$ cat src/rtl/tipi_nibble_link.sv
// tipi_nibble_link: Pi-side nibble transport for the TIPI register file.
// Turns the Pi's clocked 4-bit bus into byte reads of TD/TC/RD/RC and byte
// writes of RD/RC. Frame: CMD -> HI -> LO -> [PAR] -> CMD.
// Build option: define TIPI_NIB_PARITY_EN to add the PAR nibble (driven on
// reads, checked on writes). Undefined, frames are three edges long.
// Bit 0 is the MSB on every vector.
module tipi_nibble_link (
    input  logic       r_clk,
    input  logic       r_nibrst_n,
    input  logic [0:3] r_nib_in,
    output logic [0:3] r_nib_out,
    output logic       r_nib_oe,
    input  logic [0:7] td_in,
    input  logic [0:7] tc_in,
    output logic [0:7] rd_out,
    output logic [0:7] rc_out,
    output logic       rd_wr,
    output logic       rc_wr,
    output logic       busy,
    output logic       xfer_err
);

    typedef enum logic [1:0] {
        StCmd,
        StHi,
        StLo,
        StPar
    } state_e;

    localparam logic [0:1] SelTd = 2'b00;
    localparam logic [0:1] SelTc = 2'b01;
    localparam logic [0:1] SelRd = 2'b10;
    localparam logic [0:1] SelRc = 2'b11;

    // Command that clears the sticky error; all other reserved-bit commands are errors.
    localparam logic [0:3] CmdClrErr = 4'b0100;

    state_e     state_q, state_d;
    logic       dir_q, dir_d;
    logic [0:1] sel_q, sel_d;
    logic [0:7] shadow_q, shadow_d;
    logic [0:3] nib_out_q, nib_out_d;
    logic       oe_q, oe_d;
    logic [0:7] rd_q, rd_d;
    logic [0:7] rc_q, rc_d;
    logic       rd_wr_q, rd_wr_d;
    logic       rc_wr_q, rc_wr_d;
    logic       busy_q, busy_d;
    logic       err_q, err_d;

    logic [0:7] snap;
    logic       commit;

    // Register selected by the incoming command nibble, for read snapshots.
    always_comb begin
        snap = td_in;
        unique case (r_nib_in[2:3])
            SelTd:   snap = td_in;
            SelTc:   snap = tc_in;
            SelRd:   snap = rd_q;
            SelRc:   snap = rc_q;
            default: snap = td_in;
        endcase
    end

    // Framing FSM: next state, shadow capture, pad drive and commit decode.
    always_comb begin
        state_d   = state_q;
        dir_d     = dir_q;
        sel_d     = sel_q;
        shadow_d  = shadow_q;
        nib_out_d = nib_out_q;
        oe_d      = oe_q;
        rd_d      = rd_q;
        rc_d      = rc_q;
        rd_wr_d   = 1'b0;
        rc_wr_d   = 1'b0;
        err_d     = err_q;
        commit    = 1'b0;

        unique case (state_q)
            StCmd: begin
                if (r_nib_in[1]) begin
                    // Reserved bit set: only the clear command is legal; stay in CMD.
                    err_d = (r_nib_in == CmdClrErr) ? 1'b0 : 1'b1;
                end else begin
                    dir_d   = r_nib_in[0];
                    sel_d   = r_nib_in[2:3];
                    state_d = StHi;
                    if (r_nib_in[0]) begin
                        // Snapshot now so later TD/TC updates cannot tear the read.
                        shadow_d  = snap;
                        oe_d      = 1'b1;
                        nib_out_d = snap[0:3];
                    end
                end
            end
            StHi: begin
                state_d = StLo;
                if (dir_q) begin
                    nib_out_d = shadow_q[4:7];
                end else begin
                    shadow_d[0:3] = r_nib_in;
                end
            end
            StLo: begin
                if (!dir_q) begin
                    shadow_d[4:7] = r_nib_in;
                end
`ifdef TIPI_NIB_PARITY_EN
                state_d = StPar;
                if (dir_q) begin
                    nib_out_d = shadow_q[0:3] ^ shadow_q[4:7];
                end
`else
                state_d   = StCmd;
                oe_d      = 1'b0;
                nib_out_d = 4'h0;
                commit    = !dir_q;
`endif
            end
            StPar: begin
                state_d   = StCmd;
                oe_d      = 1'b0;
                nib_out_d = 4'h0;
`ifdef TIPI_NIB_PARITY_EN
                if (!dir_q) begin
                    if (r_nib_in == (shadow_q[0:3] ^ shadow_q[4:7])) begin
                        commit = 1'b1;
                    end else begin
                        err_d = 1'b1;
                    end
                end
`endif
            end
            default: begin
                state_d   = StCmd;
                oe_d      = 1'b0;
                nib_out_d = 4'h0;
            end
        endcase

        // Final write edge: RD/RC load and strobe; TD/TC are read-only, so flag it.
        if (commit) begin
            unique case (sel_q)
                SelRd: begin
                    rd_d    = shadow_d;
                    rd_wr_d = 1'b1;
                end
                SelRc: begin
                    rc_d    = shadow_d;
                    rc_wr_d = 1'b1;
                end
                default: err_d = 1'b1;
            endcase
        end

        busy_d = (state_d != StCmd);
    end

    // State and output registers; reset returns everything to idle and clears RD/RC.
    always_ff @(posedge r_clk or negedge r_nibrst_n) begin
        if (!r_nibrst_n) begin
            state_q   <= StCmd;
            dir_q     <= 1'b0;
            sel_q     <= 2'b00;
            shadow_q  <= 8'h00;
            nib_out_q <= 4'h0;
            oe_q      <= 1'b0;
            rd_q      <= 8'h00;
            rc_q      <= 8'h00;
            rd_wr_q   <= 1'b0;
            rc_wr_q   <= 1'b0;
            busy_q    <= 1'b0;
            err_q     <= 1'b0;
        end else begin
            state_q   <= state_d;
            dir_q     <= dir_d;
            sel_q     <= sel_d;
            shadow_q  <= shadow_d;
            nib_out_q <= nib_out_d;
            oe_q      <= oe_d;
            rd_q      <= rd_d;
            rc_q      <= rc_d;
            rd_wr_q   <= rd_wr_d;
            rc_wr_q   <= rc_wr_d;
            busy_q    <= busy_d;
            err_q     <= err_d;
        end
    end

    assign r_nib_out = nib_out_q;
    assign r_nib_oe  = oe_q;
    assign rd_out    = rd_q;
    assign rc_out    = rc_q;
    assign rd_wr     = rd_wr_q;
    assign rc_wr     = rc_wr_q;
    assign busy      = busy_q;
    assign xfer_err  = err_q;

endmodule

$ cat config.mk
export PLATFORM = sky130hd
export DESIGN_NAME = tipi_nibble_link
export DESIGN_NICKNAME = d
export VERILOG_FILES = /design/src/rtl/tipi_nibble_link.sv
export SDC_FILE = /design/constraint.sdc
export NUM_CORES = 1
export LEC_CHECK = 0
export CAP_MARGIN = 20
export CELL_PAD_IN_SITES_DETAIL_PLACEMENT = 1
export CELL_PAD_IN_SITES_GLOBAL_PLACEMENT = 1
export CORE_MARGIN = 5
export CORE_UTILIZATION = 42
export DETAILED_ROUTE_END_ITERATION = 10
export PLACE_DENSITY = 0.95
export SLEW_MARGIN = 20
export SYNTH_ARGS = -nofsm -noshare
export SYNTH_HDL_FRONTEND = slang
export SYNTH_SLANG_ARGS = --single-unit
$ cat constraint.sdc
create_clock -name r_clk -period 2.48 [get_ports r_clk]
set_clock_uncertainty 0.15 [all_clocks]
set_input_delay 0.62 -clock r_clk [delete_from_list [all_inputs] [get_ports r_clk]]
set_output_delay 0.62 -clock r_clk [all_outputs]
set_load 0.05 [all_outputs]
Word-level counts from Yosys, hierarchy flattened

Cells that the tools add are included.

Output and inout port bits: 25
Logic and storage cells: 63
Flip-flop bits (word level): 38
Bits of input ports: 22

Multiplexer cells: 26
Reduce and logical (&&, ||, !) cells: 12
Equal/unequal tests: 12
Bitwise logic cells: 1

Operator list:

| kind                 | count |
|---|---|
| $pmux W8 S4          | 1 |
| $mux W4              | 5 |
| $mux W8              | 2 |
| $pmux W4 S2          | 2 |
| $eq A2 B2 Y1 const B | 6 |
| $mux W1              | 12 |
| $pmux W4 S3          | 1 |
| $ne A2 B2 Y1 const B | 3 |
| $pmux W2 S3          | 1 |
| $reduce_and A2 Y1    | 3 |
| $reduce_and A3 Y1    | 2 |
| $eq A2 B1 Y1 const B | 2 |
| $eq A4 B3 Y1 const B | 1 |
| $logic_not A2 Y1     | 2 |
| $reduce_bool A2 Y1   | 2 |
| $reduce_or A2 Y1     | 2 |
| $mux W2              | 1 |
| $pmux W1 S2          | 1 |
| $logic_not A1 Y1     | 1 |
| $not A1 Y1           | 1 |

Depth between registers and ports, before layout

Word-level depth: 6
Gate-level depth with buffers: 5
Depth with buffers taken out: 3

Worst setup path before layout

No wires, ideal clock.

Kind: input -> register
From: in r_nib_in[3] in the netlist's numbering
To: reg shadow_q[0] in the netlist's numbering
Setup slack: 705 ps
Path buffers: 1
Required time: 2,204 ps
Stages on the path: 4
Data arrival time: 1,499 ps
Setup time: 126 ps
Cells stage by stage: buf_2 mux4_2 and2_1 a221o_1

Cells in the longest elaborated chain, start to end: 5
Elaborated cells on any way between the ends: 8

RTL lines:

| what                                 | RTL line | source |
|---|---|---|
| start, declared                      | 10       | `input logic [0:3] r_nib_in,` |
| $eq A2 B2 Y1 (tied with other cells) | 57       | `unique case (r_nib_in[2:3])` |
| $pmux W8 S4 *                        | 57       |  |
| $mux W8 *                            | 90       | `if (r_nib_in[0]) begin` |
| $mux W8 *                            | 83       | `if (r_nib_in[1]) begin` |
| $pmux W4 S2 *                        | 81       | `unique case (state_q)` |
| net shadow_d (one bit)               | 41       | `logic [0:7] shadow_q, shadow_d;` |
| end signal, assigned                 | 180      | `shadow_q <= shadow_d;` |
| end, declared                        | 41       |  |

The timed path passes the listed nets; every way through them passes the cells marked *.
A chain may end at the register's enable or synchronous reset.

Worst setup path after layout

From: reg rc_q, in the netlist rc_out[1]
To: out rc_out[1] in the netlist's numbering

RTL lines:

| what                   | RTL line | source |
|---|---|---|
| start, declared        | 45       | `logic [0:7] rc_q, rc_d;` |
| start signal, assigned | 184      | `rc_q <= rc_d;` |
| end, declared          | 16       | `output logic [0:7] rc_out,` |

No word-level cell between the ends.

==> out/metrics.cfg <==
[run_status]
status=completed

[floorplanning]
dieArea_um2=6050
die_w_um=77.8
start_util_pct=43.7
io-pin-count=47
coreArea_um2=4410
rows=24
fp.dieH_um=77.8

[cts]
postCtsHoldBufs=0
clock_latency_ps=300
cts-buffers-inserted=5
cts_root_buffer=clkbuf_8
postCtsSetupBuffers=0
cts.sinks=38
clk_pin_slew_worst_paths_ps=70
post_cts_resized=0
cts_tree=done
h-tree-depth=2
clockBufferDepth=2

[finish]
multi_input_area_um2=867
nFillCells=441
diodes=0
drive_gt1_share_pct=21.6
area.sequential_um2=951
layout.nets=229
area_growth_pct=33.1
final_cells=260
fin_util_pct=58.1

[yosys]
ys_types=42
netlist_area_um2=1930
synth_top_area_share_pct=49.3
synth-seq-area-share_pct=49.3
syn_nets=176
avgSynthCellArea_um2=12.5
yosys_warnings=0
synth_area_leader_cell=dfrtp_1
synth.area.top_cells=dfrtp_1 (49%), mux4_2 (9.3%), mux2_2 (6.4%)
netlist_instances=154
synth-seq-cells=38

[hold_path]
hold_class=input pin to async pin

[sta]
min_period_ps=2290
slew_viol_final=0
rsz0062_at_grt=no
worstMarginPinSlew_ps=854
slew_headroom_pct=43.1
setup_viol=0
hold_viol_final=0
clock.fmax_mhz=437
finalCritPeriodShare_pct=92.3

[setup_path]
critPathMaxFanout=3
cpPeakStageDelay_ps=830
crit_slowest_cell=clkdlybuf4s50_1
worstPathArrival_ps=1520
end_kind=primary output
cp_num_buf_inv=1
crit_family=buffers and inverters
start_kind=flop
crit_required_ps=1710
criticalPathCategory=flop to primary output
path_cells=clkdlybuf4s50_1

[global_routing]
grt_pass1_vias=1765
grt_max_degree=39
grt_remaining_overflow=0
grt_antenna_before_repair=0
grt_pass1_wl_um=10100
grt_usage_pct=21.3

[route]
drt_iter0_drc=117
wire_per_inst_um=22.8
wl_um=5940
route.vias.total=1575
route.detailed.drc=0
via_per_inst=6.06
postRouteAntennaNets=0
dr.pass1.iters=4

[placed_design]
portBuffers=46
dp.cells=252
place.gp.congestion=0.846
dpl.hpwl_um=4290

[pwr]
powerDensity_nw_per_um2=1160
p_leak_nw=1.08
ir_drop_mv=0.777

[flow_run]
max_cap_violations=0

==> per-stage QoR <==
step / area (µm²) / hold WS (ps) / worst slack [ps] / TNS, ps / power, W
final: 2570 / 278 / 192 / 0 / 0.00298
after global routing: 2570 / 345 / 151 / 0 / 0.00312
after CTS: 2570 / 304 / 185 / 0 / 0.00299
after detailed placement: 2460 / 333 / -7.65 / -7.65 / 0.00245
after global placement: 2460 / 322 / 91.3 / 0 / 0.00238
after floorplan: 1930 / 174 / 705 / 0 / 0.00192
==> power by group <==
group	internal, W	switching, W
clock network	0.000301	0.000219
registers	0.000840	0.000217
logic	0.000524	0.000883
==> worst paths after layout <==
check                      startpoint        end  slack [ps]  depth (start not counted)
max                         rc_out[1]  rc_out[1]         190                          1
min                        r_nibrst_n   xfer_err         280                          1
max reg2reg                state_q[1]  rd_out[1]         430                          4
min reg2reg                  r_nib_oe   r_nib_oe         350                          1
max in group asynchronous  r_nibrst_n  rd_out[7]        1350                          1
min in group r_clk           r_nib_oe   r_nib_oe         350                          1
==> worst reg2reg max path, delay by kind of cell, from the launching register on <==
| kind | cells | cell delay (ps) |
|---|---|---|
| and+or+nand+nor | 2 | 510 |
| AOI/OAI and AO/OA | 1 | 450 |
| buffers and inverters | 1 | 250 |
| DFF | 1 | 540 |
==> layout by cell type (no fill, tap or decap), types with 2 or more instances in the layout <==
master,synthesis,final
buf_4,4,10
o41ai_1,2,2
mux2_2,11,11
mux4_2,8,8
or3b_2,2,2
and2_1,2,2
o21ai_0,8,8
nand4_1,10,10
dfrtp_1,38,38
o31ai_1,3,3
inv_1,6,6
nand3_1,2,2
nand2b_1,5,5
a22o_1,3,3
clkbuf_1,0,2
a221o_1,2,2
a21oi_1,5,5
nand3b_1,4,4
nand2_1,6,6
clkdlybuf4s50_1,0,45
nor2_1,5,5
clkbuf_8,0,5
==> per-layer routing <==
layer | part of all wire, % | wire, µm | GRT usage [%]
met1 | 44 | 2590 | 29.8
met2 | 47 | 2790 | 32.0
met3 | 6.9 | 411 | 5.32
met4 | 2.5 | 151 | 8.08
met5 | 0 | 0 | 0
==> area by class of cell <==
| cell class | count | share of cell area [%] |
|---|---|---|
| Sequential cell | 38 | 37.1 |
| Multi-Input combinational cell | 98 | 33.8 |
| Timing Repair Buffer | 57 | 21.5 |
| Clock buffer | 7 | 2.97 |
| Tap cell | 52 | 2.54 |
| Clock inverter | 1 | 1.17 |
| Inverter | 7 | 1.02 |
==> flip-flops by register name, indices dropped and copies added, names as in the netlist <==
signal	cells
dir_q	1
rc_wr	1
busy	1
sel_q	2
rd_wr	1
r_nib_oe	1
rc_out	8
rd_out	8
xfer_err	1
shadow_q	8
state_q	2
r_nib_out	4
==> kinds of logic after synthesis <==
| logic type | synth area share, % |
|---|---|
| buf+inv | 5.71 |
| flops | 49.3 |
| mux | 16.3 |
| compound gates | 11.1 |
| simple gates | 17.6 |
==> synthesized netlist by cell type <==
master	count
a211oi_1	1
a221o_1	2
nor2_1	5
nand2b_1	5
dfrtp_1	38
nor2_8	1
mux4_2	8
mux2_2	11
nand3_1	2
o21bai_1	1
and3_1	1
nor3_2	1
a22o_1	3
nor3b_2	1
nand4_1	10
a32oi_1	1
nand3b_1	4
mux2i_1	1
clkinv_1	1
nor3b_1	1
o41ai_1	2
nand2_1	6
inv_1	6
or3b_1	1
nor4b_4	1
nand3_2	1
nor3b_4	1
buf_2	4
and2_1	2
o21ai_0	8
o22ai_1	1
buf_6	3
nand4bb_1	1
o221ai_1	1
a21o_1	1
a21oi_1	5
o21ai_1	1
a2111o_1	1
o31ai_1	3
buf_4	4
nor3_1	1
or3b_2	2
Power figures use the tool's default switching activity.
